**src/rtl/dest_pipe_fwd_if.sv**
```systemverilog
// dest_pipe_fwd_if: ID-side inputs (dest/regwrite/memread/valid/rs/rt/uses_rt, hold, flush) and hazard/forward/writeback outputs
interface dest_pipe_fwd_if #(parameter int CNT_W = 16);
  logic [4:0] id_dest;
  logic id_regwrite;
  logic id_memread;
  logic id_valid;
  logic [4:0] id_rs;
  logic [4:0] id_rt;
  logic id_uses_rt;
  logic hold;
  logic flush;
  logic stall;
  logic [1:0] fwd_a;
  logic [1:0] fwd_b;
  logic [4:0] wb_dest;
  logic wb_regwrite;
  logic [CNT_W-1:0] stall_count;
  modport master (
    output id_dest, id_regwrite, id_memread, id_valid, id_rs, id_rt, id_uses_rt, hold, flush,
    input stall, fwd_a, fwd_b, wb_dest, wb_regwrite, stall_count
  );
  modport slave (
    input id_dest, id_regwrite, id_memread, id_valid, id_rs, id_rt, id_uses_rt, hold, flush,
    output stall, fwd_a, fwd_b, wb_dest, wb_regwrite, stall_count
  );
endinterface

```
**src/rtl/dest_pipe_fwd.sv**
```systemverilog
// dest_pipe_fwd: tracks ID dest reg through EX/MEM/WB; ports clk, rst_n, bus (slave) giving stall, fwd_a/fwd_b, wb_dest/wb_regwrite, stall_count
module dest_pipe_fwd #(
  parameter int CNT_W = 16
) (
  input logic clk,
  input logic rst_n,
  dest_pipe_fwd_if.slave bus
);
  typedef struct packed {
    logic valid;
    logic regwrite;
    logic [4:0] dest;
  } wr_t;
  typedef struct packed {
    wr_t w;
    logic memread;
    logic [4:0] rs;
    logic [4:0] rt;
  } ex_t;
  ex_t ex_q, ex_d;
  wr_t mem_q, mem_d, wb_q, wb_d;
  logic [CNT_W-1:0] cnt_q, cnt_d;
  logic lu, stall_c;
  function automatic logic [1:0] fwd_sel(input wr_t m, input wr_t w, input logic [4:0] x);
    return (m.valid & m.regwrite & (|m.dest) & (m.dest == x)) ? 2'b10 :
           (w.valid & w.regwrite & (|w.dest) & (w.dest == x)) ? 2'b01 : 2'b00;
  endfunction
  always_comb begin
    lu = bus.id_valid & ex_q.w.valid & ex_q.memread & (|ex_q.w.dest) &
         ((ex_q.w.dest == bus.id_rs) | (bus.id_uses_rt & (ex_q.w.dest == bus.id_rt)));
    stall_c = lu & ~bus.flush;
    ex_d = bus.hold ? ex_q : (bus.flush | lu) ? '0 :
           {bus.id_valid, bus.id_regwrite & bus.id_valid, bus.id_dest,
            bus.id_memread & bus.id_valid, bus.id_rs, bus.id_rt};
    mem_d = bus.hold ? mem_q : ex_q.w;
    wb_d = bus.hold ? wb_q : mem_q;
    cnt_d = (stall_c & ~bus.hold & ~(&cnt_q)) ? cnt_q + CNT_W'(1) : cnt_q;
  end
  always_ff @(posedge clk or negedge rst_n) begin
    if (!rst_n) begin
      ex_q <= '0;
      mem_q <= '0;
      wb_q <= '0;
      cnt_q <= '0;
    end else begin
      ex_q <= ex_d;
      mem_q <= mem_d;
      wb_q <= wb_d;
      cnt_q <= cnt_d;
    end
  end
  assign bus.stall = stall_c;
  assign bus.fwd_a = ex_q.w.valid ? fwd_sel(mem_q, wb_q, ex_q.rs) : 2'b00;
  assign bus.fwd_b = ex_q.w.valid ? fwd_sel(mem_q, wb_q, ex_q.rt) : 2'b00;
  assign bus.wb_dest = wb_q.dest;
  assign bus.wb_regwrite = wb_q.valid & wb_q.regwrite;
  assign bus.stall_count = cnt_q;
endmodule

```
**src/flat_wrapper.sv**
```systemverilog
// flat-port wrapper written by rule: the top's interface ports become plain ports
module dest_pipe_fwd_flat 
#(
  parameter int CNT_W = 16
)
  (clk, rst_n, bus_id_dest, bus_id_regwrite, bus_id_memread, bus_id_valid, bus_id_rs, bus_id_rt, bus_id_uses_rt, bus_hold, bus_flush, bus_stall, bus_fwd_a, bus_fwd_b, bus_wb_dest, bus_wb_regwrite, bus_stall_count);
  dest_pipe_fwd_if #(.CNT_W(CNT_W)) bus_i ();
  input logic clk;
  input logic rst_n;
  input wire logic [$bits(bus_i.id_dest)-1:0] bus_id_dest;
  input wire logic [$bits(bus_i.id_regwrite)-1:0] bus_id_regwrite;
  input wire logic [$bits(bus_i.id_memread)-1:0] bus_id_memread;
  input wire logic [$bits(bus_i.id_valid)-1:0] bus_id_valid;
  input wire logic [$bits(bus_i.id_rs)-1:0] bus_id_rs;
  input wire logic [$bits(bus_i.id_rt)-1:0] bus_id_rt;
  input wire logic [$bits(bus_i.id_uses_rt)-1:0] bus_id_uses_rt;
  input wire logic [$bits(bus_i.hold)-1:0] bus_hold;
  input wire logic [$bits(bus_i.flush)-1:0] bus_flush;
  output wire logic [$bits(bus_i.stall)-1:0] bus_stall;
  output wire logic [$bits(bus_i.fwd_a)-1:0] bus_fwd_a;
  output wire logic [$bits(bus_i.fwd_b)-1:0] bus_fwd_b;
  output wire logic [$bits(bus_i.wb_dest)-1:0] bus_wb_dest;
  output wire logic [$bits(bus_i.wb_regwrite)-1:0] bus_wb_regwrite;
  output wire logic [$bits(bus_i.stall_count)-1:0] bus_stall_count;
  assign bus_i.id_dest = bus_id_dest;
  assign bus_i.id_regwrite = bus_id_regwrite;
  assign bus_i.id_memread = bus_id_memread;
  assign bus_i.id_valid = bus_id_valid;
  assign bus_i.id_rs = bus_id_rs;
  assign bus_i.id_rt = bus_id_rt;
  assign bus_i.id_uses_rt = bus_id_uses_rt;
  assign bus_i.hold = bus_hold;
  assign bus_i.flush = bus_flush;
  assign bus_stall = bus_i.stall;
  assign bus_fwd_a = bus_i.fwd_a;
  assign bus_fwd_b = bus_i.fwd_b;
  assign bus_wb_dest = bus_i.wb_dest;
  assign bus_wb_regwrite = bus_i.wb_regwrite;
  assign bus_stall_count = bus_i.stall_count;
  dest_pipe_fwd #(.CNT_W(CNT_W)) u_core (.clk(clk), .rst_n(rst_n), .bus(bus_i));
endmodule
```
**config.mk**
```make
export PLATFORM = sky130hd
export DESIGN_NAME = dest_pipe_fwd_flat
export DESIGN_NICKNAME = d
export VERILOG_FILES = /design/src/rtl/dest_pipe_fwd_if.sv /design/src/rtl/dest_pipe_fwd.sv /design/src/flat_wrapper.sv
export SDC_FILE = /design/constraint.sdc
export NUM_CORES = 1
export LEC_CHECK = 0
export ABC_AREA = 0
export ABC_CLOCK_PERIOD_IN_PS = 2140
export BUFFER_PORTS_ARGS = -buffer_cell sky130_fd_sc_hd__buf_2
export CORE_MARGIN = 2
export CORE_UTILIZATION = 57
export CTS_BUF_LIST = sky130_fd_sc_hd__clkbuf_4 sky130_fd_sc_hd__clkbuf_8
export CTS_CLUSTER_DIAMETER = 150
export DETAILED_ROUTE_END_ITERATION = 12
export PLACE_DENSITY = 0.82
export SETUP_SLACK_MARGIN = 0.3
export SLEW_MARGIN = 10
export SYNTH_ARGS = -nofsm -noshare
export SYNTH_HDL_FRONTEND = slang
export SYNTH_SLANG_ARGS = --single-unit
```
**constraint.sdc**
```tcl
create_clock -name clk -period 2.14 [get_ports clk]
set_input_delay 0.214 -clock clk [delete_from_list [all_inputs] [get_ports clk]]
set_output_delay 0.214 -clock clk [all_outputs]
set_load 0.005 [all_outputs]
```
Word level (Yosys, flattened, before mapping) --
Index checks and enable logic that the tools add are counted.
Word-level totals: word-level logic and storage cells 54, output and inout bits 27, bits of input ports 23, register bits after elaboration 48
Cells by class: equality and inequality tests 6, mux-type cells 7, bitwise operators 23, add/subtract/negate cells 1, reduce and logical (&&, ||, !) cells 4
Operators with widths (count):
- == test 5 bit | 6
- bitwise AND 1 bit | 18
- 2-to-1 mux 18 bit | 1
- adder 16 x 1 -> 16 bit, second input constant | 1
- AND reduction 16 bit | 1
- OR reduction 5 bit | 3
- 2-to-1 mux 2 bit | 4
- NOT 1 bit | 3
- 2-to-1 mux 1 bit | 2
- bitwise OR 1 bit | 2

Depth between registers and ports, before layout --
Gate-level depths: netlist of the first run.
depth in word-level cells 7, depth in mapped cells 7

Least setup slack after synthesis of the first run --
No wires, ideal clock.
path type register to register, start point register u_core.cnt_q[0] (netlist: u_core.bus.stall_count[0]), end point register u_core.cnt_q[1] (netlist: u_core.bus.stall_count[1]), data required time 2.015 ns, path slack 0.376 ns, cell stages (with the launch flop) 7, arrival time 1.639 ns, library setup time 0.125 ns, period minus slack after synthesis 1.764 ns, cells stage by stage dfrtp_1 ha_1 nand3_1 o41a_1 buf_6 nand2_4 mux2_4
Between the ends: word-level cells in the longest chain between the ends 3, elaborated cells between the ends (all ways) 4, those cells by class add/sub (1); bitwise (2); reduce/logical (1)
Ends and longest elaborated chain:
- from (decl) | line dest_pipe_fwd.sv:22 | logic [CNT_W-1:0] cnt_q, cnt_d;
- from (signal assigned) | line dest_pipe_fwd.sv:49 | cnt_q <= cnt_d;
- branches (longest 3 deep; another with adder 16 x 1 -> 16 bit)
Parallel ways; which one is timed is not known. A chain may end at the register's enable or synchronous reset.

Worst setup path after layout of the first run --
start point register u_core.mem_q[0] (netlist bit), end point output bus_fwd_b[0]
Between the ends: word-level cells in the longest chain between the ends 5, elaborated cells between the ends (all ways) 6, those cells by class eq/ne (1); mux (2); bitwise (2); reduce/logical (1)
Ends and longest elaborated chain:
- from (decl) | line dest_pipe_fwd.sv:21 | wr_t mem_q, mem_d, wb_q, wb_d;
- from (signal assigned) | line dest_pipe_fwd.sv:47 | mem_q <= mem_d;
- OR reduction 5 bit | line dest_pipe_fwd.sv:25 | return (m.valid & m.regwrite & (|m.dest) & (m.dest == x)) ? 2'b10 :
- bitwise AND 1 bit | line dest_pipe_fwd.sv:25
- bitwise AND 1 bit (*) | line dest_pipe_fwd.sv:25
- 2-to-1 mux 2 bit (*) | line dest_pipe_fwd.sv:25
- 2-to-1 mux 2 bit (*) | line dest_pipe_fwd.sv:54 | assign bus.fwd_b = ex_q.w.valid ? fwd_sel(mem_q, wb_q, ex_q.rt) : 2'b00;
- to (decl) | line flat_wrapper.sv:21 | output wire logic [$bits(bus_i.fwd_b)-1:0] bus_fwd_b;
Mark *: on every way between the ends. The rest lies on a longest branch, timed or not.

==> out/results.ini, run 1 <==
[power_and_ir_drop]
clock_power_share_pct = 28.5
p_int_mw = 1.391
ir_drop_uv = 469.7
comb_power_share_pct = 18.0
switching_share_pct = 28.43
switchingPower_mw = 0.5524
pwr-share-seq_pct = 53.5
leakagePower_nw = 1.504
cellPowerDensity_nw_per_um2 = 627.2

[grt]
grt_pass1_wl_um = 9170
grtUsageTotal_pct = 24.10
overflow = 0
grt_max_degree = 33
antenna_found_initial = 0
grt_pass1_vias = 1896

[route]
drt_iter0_drc = 140
routed_via_density = 5.809
drc = 0
finalWirelength_um = 6018
dr.pass1.iters = 4
post_drt_wl_per_cell_um = 17.70
dr_total_vias = 1975
ant_nets = 0

[hold_path]
hold-path-cell-count = 2
hold_end = u_core.ex_q[11]
hold_path.class = primary input to register
holdCritStartpoint = bus_id_dest[0]

[die]
num_rows = 23
die_area_sq_um = 4836
die_height_um = 69.54
ios = 50
initial_core_util_pct = 60.35
core_sq_um = 4058
die_w_um = 69.54

[sta]
skew_ns = 0.007202
max_freq_mhz = 470.2
hold_viol_final = 0
tightest_slew_ns = 0.4595
hold_slack_ns = 0.1198
fin_crit_sh_pct = 99.38
maxSlewViolCount = 0
grt_setup_unrepaired = yes
slew_headroom_pct = 69.13
fin_setup_tns_ns = 0
fin_crit_ns = 2.127
setup_viol = 0

[yosys]
ys_ff_latch = 48
netlist_top_cells_area = dfrtp_1 (49%), xnor2_1 (13%), mux2_2 (6.4%)
synth_common_cells = dfrtp_1 (48), xnor2_1 (35), nand3_1 (19), a22o_1 (16), mux2_2 (14)
post-synth-top-count-cell = dfrtp_1
synth_edf_count = 0
synth_area_leader_cell = dfrtp_1
yosys.area.top_type_share_pct = 49.05
ys_types = 34
avgSynthCellArea_sq_um = 11.66
async_reset_ff_share_pct = 100.0
syn_area_sq_um = 2449
synth_top_flop_cell = dfrtp_1
yosysSeqAreaShare_pct = 49.05
ys_warn_count = 0
netlist_instances = 210
synth_nets = 234

[placed_design]
routabilityCongestion = 0.7979
hpwl_um = 3868
io_buffer_count = 49

[setup_path]
cp.arrival_ns = 1.91
cp_cell_sequence = or4_1 -> o211ai_1 -> nor4_1 -> nor3_1 -> buf_2
crit_path_end_kind = primary output
path_delay_family = simple AND/OR/NAND/NOR gates
critPathSlowestCell = or4_1
path_max_fanout = 2
criticalPathCategory = register to primary output
reg2reg_from = u_core.bus.stall_count[0]
timing.rr.end = u_core.bus.stall_count[14]
r2r_slack_ns = 0.26
cp.required_ns = 1.93
crit_path_max_incr_delay_ns = 0.54
r2r.worst_path.cells = 6
startpoint_type = register
worst-path-buf-inv = 1
worstSetupStartpoint = u_core.mem_q[0]

[clock_network]
clock-root-buffer = clkbuf_8
numCtsBuffers = 5
clock-sinks = 48
h-tree-depth = 2
clk_latency_ns = 0.31
cts_tree = done
max-clock-path-buffers = 2
clkTransAtPathRegs_ns = 0.09

[layout]
final_core_util_pct = 76.35
nets = 313
drive_above_1_share_pct = 41.38
area_growth_pct = 26.52
num_antenna_cells = 0
nFillCells = 278

[job]
maxCapViolCount = 0

[outcome]
status = completed

-- layout by cell type (no fill, tap or decap), types with 2 or more instances in the layout --
master,instances
xor2_1,10
a22o_1,16
nor3_1,9
mux2_2,14
nand4_1,5
clkinvlp_4,2
dfrtp_1,43
and3_1,5
and2_1,3
dfrtp_2,5
o211ai_1,2
or4_1,2
buf_4,27
buf_2,50
clkbuf_8,5
nand2_1,7
nor2_1,3
nand3_1,19
xnor2_2,2
buf_6,5
nor4_1,2
a32o_1,2
xnor2_1,33
-- routing by layer --
layer,GRT usage (%),vias to the layer above,part of all wire [%]
met4,7.625,0,1.8
li1,-,913,-
met2,39.00,71,50
met1,32.95,979,43
met5,0,-,0
met3,4.651,12,4.4
-- power groups by stage --
stage               clock (mW)  combinational (mW)  sequential [mW]
floorplan                    0               0.207             1.04
finish                   0.554               0.350             1.04
global route             0.609               0.381             1.05
global placement             0               0.274             1.06
CTS                      0.559               0.325             1.04
detailed placement           0               0.282             1.06
-- per-stage QoR --
stage	power (mW)	cell area, sq um	worst slack, ns	std cells
after floorplan	1.246	2449	0.3762	210
after global placement	1.331	2740	0.2824	306
after detailed placement	1.343	2740	0.2219	306
final	1.943	3098	0.01328	340
after CTS	1.920	2969	-0.008020	328
after global routing	2.037	3098	-0.1292	340
-- worst max-delay path by stage --
stage          depth (start not counted)                   endpoint
2_1_floorplan                          6  u_core.bus.stall_count[1]
3_3_place_gp                           5  u_core.bus.stall_count[1]
3_5_place_dp                           5  u_core.bus.stall_count[1]
4_1_cts                                5               bus_fwd_b[0]
5_1_grt                                5               bus_fwd_b[0]
6_report                               5               bus_fwd_b[0]
-- sequential cells by signal (all words and copies together), names as in the netlist --
register                cells
u_core.ex_q                18
u_core.wb_q                 2
u_core.bus.wb_dest          5
u_core.bus.stall_count     16
u_core.mem_q                7
-- area by class of cell --
type | count | area (sq um) | area share [%]
Clock buffer | 5 | 68.82 | 2.221
Timing Repair Buffer | 84 | 534.3 | 17.25
Multi-Input combinational cell | 149 | 1197 | 38.65
Inverter | 1 | 3.754 | 0.1212
Clock inverter | 3 | 23.77 | 0.7674
Sequential cell | 48 | 1207 | 38.97
Tap cell | 50 | 62.56 | 2.019
-- logic make-up after synthesis --
group	after synthesis	synth area share, %
compound gates	25	9.504
xor+xnor	45	16.10
fa+ha+maj	1	0.5109
buf+inv	13	3.576
flops	48	49.05
mux	15	7.051
simple gates	63	14.21
-- worst reg2reg max path, stage by stage, from the launching register on --
cell	delay [ns]
dfrtp_1	0.40
ha_1	0.25
nand3_1	0.19
o41a_1	0.52
buf_4	0.20
nand3_1	0.12
xnor2_1	0.14
-- what timing repair did --
| item | CTS | global route |
|---|---|---|
| endpoints found under the hold margin | 7 | 0 |
| pin swaps | 4 | 5 |
| buffers inserted | 13 | 11 |
| endpoints found under the setup margin | 6 | 8 |
| gates cloned | 0 | 1 |
| gates resized for setup | 8 | 10 |
| hold buffers | 1 | 0 |
(Power assumes the default switching activity.)
==> run 2, diff against run 1 <==
ABC_CLOCK_PERIOD_IN_PS = 2300   (was 2140)
CORE_MARGIN = not set   (was 2)
clock period = 2.3 ns   (was 2.14 ns; I/O delays follow)
==> run 2 against run 1 <==
  * Die area decreased by 5.7%
  * Hold slack got worse by 0.11 ns
  * Sequential share of layout area up 2.5 points
  * Register-to-register slack gained 0.17 ns
  * Combinational power decreased by 19%
  * Clock skew fell by 0.0043 ns
  * Critical endpoint unchanged
==> out/results.ini, run 2 (synthesis results as in run 1) <==
[setup_path]
reg2reg_from = u_core.bus.stall_count[0]  ; unchanged
critPathSlowestCell = or4_1  ; unchanged
worstSetupStartpoint = u_core.mem_q[0]  ; unchanged
crit_path_max_incr_delay_ns = 0.53  ; was 0.54 ns
setup.worst_path.end = bus_fwd_b[0]  ; unchanged
cp_cell_sequence = or4_1 -> o211ai_1 -> nor4_1 -> nor3_1 -> buf_2  ; unchanged
path_delay_family = simple AND/OR/NAND/NOR gates  ; unchanged
r2r.worst_path.cells = 6  ; unchanged
worst-path-buf-inv = 1  ; unchanged
criticalPathCategory = register to primary output  ; unchanged
r2r_slack_ns = 0.43  ; was 0.26 ns
timing.rr.end = u_core.bus.stall_count[1]  ; was u_core.bus.stall_count[14]
cp_num_cells = 5  ; unchanged
cp.required_ns = 2.07  ; was 1.93 ns
cp.arrival_ns = 1.89  ; was 1.91 ns
crit_path_end_kind = primary output  ; unchanged
startpoint_type = register  ; unchanged
path_max_fanout = 2  ; unchanged

[die]
ios = 50  ; unchanged
num_rows = 23  ; unchanged
initial_core_util_pct = 60.35  ; unchanged
core_sq_um = 4058  ; unchanged
die_area_sq_um = 4562  ; was 4836 sq um
die_w_um = 67.54  ; was 69.54 um
die_height_um = 67.54  ; was 69.54 um

[layout]
layout_common_cells = buf_2 (49), dfrtp_1 (47), xnor2_1 (35)  ; was buf_2 (50), dfrtp_1 (43), xnor2_1 (33)
nFillCells = 293  ; was 278
final_core_util_pct = 71.42  ; was 76.35%
fin_area_sq_um = 2898  ; was 3098 sq um
drive_above_1_share_pct = 34.20  ; was 41.38%
nets = 292  ; was 313
area_growth_pct = 18.34  ; was 26.52%
multi_input_area_sq_um = 1167  ; was 1197 sq um
regMostFlops = u_core.ex_q  ; unchanged
num_antenna_cells = 0  ; unchanged
layout_commonest_cell = buf_2  ; unchanged
register_area_sq_um = 1202  ; was 1207 sq um
largest_reg_flops = 18  ; unchanged

[sta]
worst_slack_ns = 0.1786  ; was 0.01328 ns
maxSlewViolCount = 0  ; unchanged
grt_setup_unrepaired = yes  ; unchanged
hold_viol_final = 0  ; unchanged
slew_headroom_pct = 60.68  ; was 69.13%
fin_crit_ns = 2.121
max_freq_mhz = 471.4
fin_setup_tns_ns = 0  ; unchanged
fin_crit_sh_pct = 92.23
hold_slack_ns = 0.007954  ; was 0.1198 ns
tightest_slew_ns = 0.5898  ; was 0.4595 ns
skew_ns = 0.002951  ; was 0.007202 ns
setup_viol = 0  ; unchanged

[grt]
grt_pass1_vias = 1743  ; was 1896
grtUsageTotal_pct = 26.31  ; was 24.10%
grt_max_degree = 49  ; was 33
grt_pass1_wl_um = 8625  ; was 9170 um
overflow = 0  ; unchanged
antenna_found_initial = 0  ; unchanged

[route]
dr_total_vias = 1789  ; was 1975
wl_met2_um = 2383  ; was 3038 um
drc = 0  ; unchanged
dr.pass1.iters = 4  ; unchanged
dr_wl_met3_um = 202  ; was 266 um
ant_nets = 0  ; unchanged
highest_layer = met4  ; unchanged
routed_via_density = 5.608  ; was 5.809
finalWirelength_um = 5149  ; was 6018 um
drt-met1-wl_um = 2488  ; was 2604 um
post_drt_wl_per_cell_um = 16.14  ; was 17.70 um
drt_iter0_drc = 124  ; was 140

[hold_path]
hold_path.class = primary input to async pin  ; was primary input to register

[clock_network]
clock-sinks = 48  ; unchanged
clk_latency_ns = 0.30  ; was 0.31 ns
cts.hold.buffers_added = 0  ; was 1
numCtsBuffers = 5  ; unchanged
max-clock-path-buffers = 2  ; unchanged
clock-root-buffer = clkbuf_8  ; unchanged
cts_tree = done  ; unchanged
clkTransAtPathRegs_ns = 0.08  ; was 0.09 ns
h-tree-depth = 2  ; unchanged

[power_and_ir_drop]
ir_drop_uv = 358.3  ; was 469.7 uV
cellPowerDensity_nw_per_um2 = 642.4  ; was 627.2 nW/um^2
leakagePower_nw = 1.399  ; was 1.504 nW

[outcome]
status = completed  ; unchanged

[placed_design]
hpwl_um = 3574  ; was 3868 um
io_buffer_count = 49  ; unchanged
place_area_sq_um = 2725  ; was 2740 sq um
place_ws_ns = 0.3646  ; was 0.2219 ns
routabilityCongestion = 0.7521  ; was 0.7979

[job]
maxCapViolCount = 0  ; unchanged

==> run 2: changes by cell type in the layout (fill, tap and decap cells not counted), moves of 2 or more <==
cell and delta:
buf_6 -5, dfrtp_1 +4, dfrtp_2 -4, clkinvlp_4 -2
xnor2_1 +2, xnor2_2 -2, buf_4 -13
==> run 2: area by class of cell <==
type | instances | area share, %
clock buffer | 6 | 2.634
clock inverter | 2 | 1.209
inverter | 1 | 0.1295
multi-input combinational | 149 | 40.28
sequential | 48 | 41.49
tap | 50 | 2.159
timing repair buffer | 63 | 12.09
==> run 2: worst reg2reg max path: cells and delay by family (launching register included) <==
kind | cells | cell delay (ns)
DFF | 1 | 0.42
AOI/OAI and AO/OA | 1 | 0.38
muxes | 1 | 0.29
adders and majority gates | 1 | 0.25
and+or+nand+nor | 2 | 0.24
buffers and inverters | 1 | 0.19
==> run 2: per-layer routing <==
layer	GRT usage [%]	vias up
met5	0	-
met4	7.979	0
met3	6.588	7
met2	39.60	41
met1	37.21	869
li1	-	872
==> run 2: power breakdown <==
group | switching [mW] | leakage (nW) | internal [mW]
registers | 0.0676 | 0.641 | 0.897
clock network | 0.277 | 0.0586 | 0.335
logic | 0.130 | 0.700 | 0.155
total | 0.475 | 1.40 | 1.39
==> run 2: worst min path at each step <==
stage / from / endpoint / slack (ns) / cells after the start
global route: rst_n / u_core.bus.wb_dest[0] / 0.06 / 2
finish: rst_n / u_core.bus.wb_dest[0] / 0.008 / 2
global placement: rst_n / u_core.bus.stall_count[12] / 0.36 / 2
floorplan: rst_n / u_core.bus.stall_count[0] / -0.07 / 0
detailed placement: rst_n / u_core.bus.wb_dest[0] / 0.36 / 2
CTS: rst_n / u_core.bus.wb_dest[0] / 0.03 / 2
==> run 2: metrics by stage <==
step | cells | power [mW]
floorplan | 210 | 1.159
global placement | 304 | 1.240
detailed placement | 304 | 1.247
CTS | 317 | 1.872
global route | 319 | 1.952
finish | 319 | 1.861
==> run 2: repair_timing <==
action / 4_1_cts / 5_1_grt
endpoints found under the hold margin: 0 / 0
pin swaps: 1 / 1
resized for setup: 2 / 0
setup endpoints to repair: 5 / 9
setup buffers: 5 / 2
==> run 3, diff against run 2 <==
ABC_AREA = not set   (was 0)
CORE_ASPECT_RATIO = 1.1   (was not set)
==> run 3 against run 2 <==
  * Sequential power up 0.4%
  * Die area is essentially flat
  * Clock skew up 0.010 ns
  * Final area fell by 1.3%
  * Via count is the same
  * Combinational power fell by 6%
  * Utilization shrank 0.86 points
  * Clock-buffer cell count unchanged
  * Non-clock buffer count is 6 lower
==> out/results.ini, run 3 (synthesis results as in run 1) <==
[job]
maxCapViolCount = 0  ; unchanged

[grt]
antenna_found_initial = 0  ; unchanged
grt_max_degree = 49  ; unchanged
grt_pass1_vias = 1720  ; was 1743
grt_pass1_wl_um = 8452  ; was 8625 um
overflow = 0  ; unchanged
grtUsageTotal_pct = 24.89  ; was 26.31%

[clock_network]
clock-sinks = 48  ; unchanged
clkTransAtPathRegs_ns = 0.09  ; was 0.08 ns
clk_latency_ns = 0.30  ; about the same
cts.hold.buffers_added = 0  ; unchanged
h-tree-depth = 2  ; unchanged
cts_tree = done  ; unchanged
max-clock-path-buffers = 2  ; unchanged
numCtsBuffers = 5  ; unchanged
clock-root-buffer = clkbuf_8  ; unchanged

[die]
die_w_um = 64.49  ; was 67.54 um
num_rows = 24  ; was 23
ios = 50  ; unchanged
initial_core_util_pct = 60.40  ; was 60.35%
core_sq_um = 4054  ; was 4058 sq um
die_area_sq_um = 4562  ; about the same
die_height_um = 70.74  ; was 67.54 um

[route]
ant_nets = 0  ; unchanged
post_drt_wl_per_cell_um = 16.16  ; was 16.14 um
dr.pass1.iters = 4  ; unchanged
routed_via_density = 5.679  ; was 5.608
drc = 0  ; unchanged
dr_total_vias = 1789  ; unchanged
finalWirelength_um = 5089  ; was 5149 um
drt_iter0_drc = 133  ; was 124

[sta]
worst_slack_ns = 0.2436  ; was 0.1786 ns
fin_setup_tns_ns = 0  ; unchanged
fin_crit_ns = 2.056  ; was 2.121 ns
grt_setup_unrepaired = yes  ; unchanged
setup_viol = 0  ; unchanged
fin_crit_sh_pct = 89.41  ; was 92.23%
max_freq_mhz = 486.3  ; was 471.4 MHz
hold_viol_final = 0  ; unchanged
maxSlewViolCount = 0  ; unchanged
slew_headroom_pct = 59.81  ; was 60.68%
tightest_slew_ns = 0.6028  ; was 0.5898 ns
skew_ns = 0.01332  ; was 0.002951 ns

[outcome]
status = completed  ; unchanged

[power_and_ir_drop]
cellPowerDensity_nw_per_um2 = 642.4  ; about the same
leakagePower_nw = 1.370  ; was 1.399 nW
ir_drop_uv = 520.7  ; was 358.3 uV
power.total_mw = 1.837  ; was 1.861 mW

[setup_path]
startpoint_type = register  ; unchanged
cp.arrival_ns = 1.83  ; was 1.89 ns
path_delay_family = simple AND/OR/NAND/NOR gates  ; unchanged
worst-path-buf-inv = 1  ; unchanged
crit_path_max_incr_delay_ns = 0.51  ; was 0.53 ns
cp.required_ns = 2.07  ; about the same
criticalPathCategory = register to primary output  ; unchanged
cp_num_cells = 5  ; unchanged
r2r.worst_path.cells = 6  ; unchanged
crit_path_end_kind = primary output  ; unchanged
critPathSlowestCell = or4_1  ; unchanged
path_max_fanout = 2  ; unchanged
cp_cell_sequence = or4_1 -> o211ai_1 -> nor4_1 -> and2_1 -> buf_2  ; was or4_1 -> o211ai_1 -> nor4_1 -> nor3_1 -> buf_2

[layout]
area_growth_pct = 16.81  ; was 18.34%
layout_common_cells = buf_2 (49), dfrtp_1 (47), xnor2_1 (35)  ; unchanged
drive_above_1_share_pct = 32.70  ; was 34.20%
nFillCells = 308  ; was 293
largest_reg_flops = 18  ; unchanged
layout_commonest_cell = buf_2  ; unchanged
nets = 286  ; was 292
final_core_util_pct = 70.56  ; was 71.42%
regMostFlops = u_core.ex_q  ; unchanged
num_antenna_cells = 0  ; unchanged

[placed_design]
place_ws_ns = 0.3527  ; was 0.3646 ns
io_buffer_count = 49  ; unchanged
hpwl_um = 3622  ; was 3574 um
routabilityCongestion = 0.8064  ; was 0.7521

[hold_path]
hold_path.class = primary input to async pin  ; unchanged

## run 3: cell count changes in the layout (fill, tap and decap cells not counted), sizes merged
cell  previous run  this run
buf             63        57
## run 3: per-layer routing
| metal | vias up | GRT usage (%) | wire, um |
|---|---|---|---|
| met5 | - | 0 | 0 |
| met4 | 0 | 8.148 | 76 |
| met3 | 7 | 5.968 | 200 |
| met2 | 48 | 41.52 | 2668 |
| met1 | 881 | 31.86 | 2143 |
| li1 | 853 | - | - |
## run 3: metrics by stage
step	hold WS, ns	instances	cell area, sq um
global placement	0.3603	303	2705
CTS	0.03966	314	2840
detailed placement	0.3634	303	2705
floorplan	-0.06559	210	2449
global route	0.06611	315	2860
finish	0.01997	315	2860
## run 3: layout make-up
type                            instances  area [sq um]  area share (%)
Clock inverter                          2         35.03           1.225
Clock buffer                            6         76.32           2.668
Timing Repair Buffer                   57         317.8           11.11
Tap cell                               52         65.06           2.275
Multi-Input combinational cell        149          1160           40.55
Inverter                                1         3.754          0.1312
Sequential cell                        48          1202           42.04
## run 3: report_power, final
group          leakage (nW)  switching [mW]  internal, mW  total, mW
sequential            0.641          0.0707         0.897      0.968
combinational         0.671           0.123         0.146      0.268
clock                0.0586           0.267         0.335      0.601
## run 3: timing repair
item                                    CTS  global route
pin swaps                                 0             4
gates resized for setup                   1             0
buffers inserted                          3             1
endpoints found under the setup margin    4            11
## run 3: path summary, 6_finish.rpt
path | startpoint | slack, ns | to
hold / removal | rst_n | 0.02 | u_core.wb_q[5]
min in group clk | bus_id_dest[4] | 0.15 | u_core.ex_q[15]
setup / recovery | u_core.mem_q[3] | 0.24 | bus_fwd_a[1]
setup reg to reg | u_core.bus.stall_count[0] | 0.48 | u_core.bus.stall_count[1]
hold reg to reg | u_core.bus.stall_count[8] | 0.50 | u_core.bus.stall_count[8]
max in group asynchronous | rst_n | 1.85 | u_core.mem_q[2]
## run 3: worst register-to-register path, cell delays in order (launching register included)
cell and delay (ns):
dfrtp_1 0.41, ha_1 0.23, nand3_1 0.17, o41a_1 0.39, buf_12 0.16, nand2_4 0.08, mux2_4 0.29
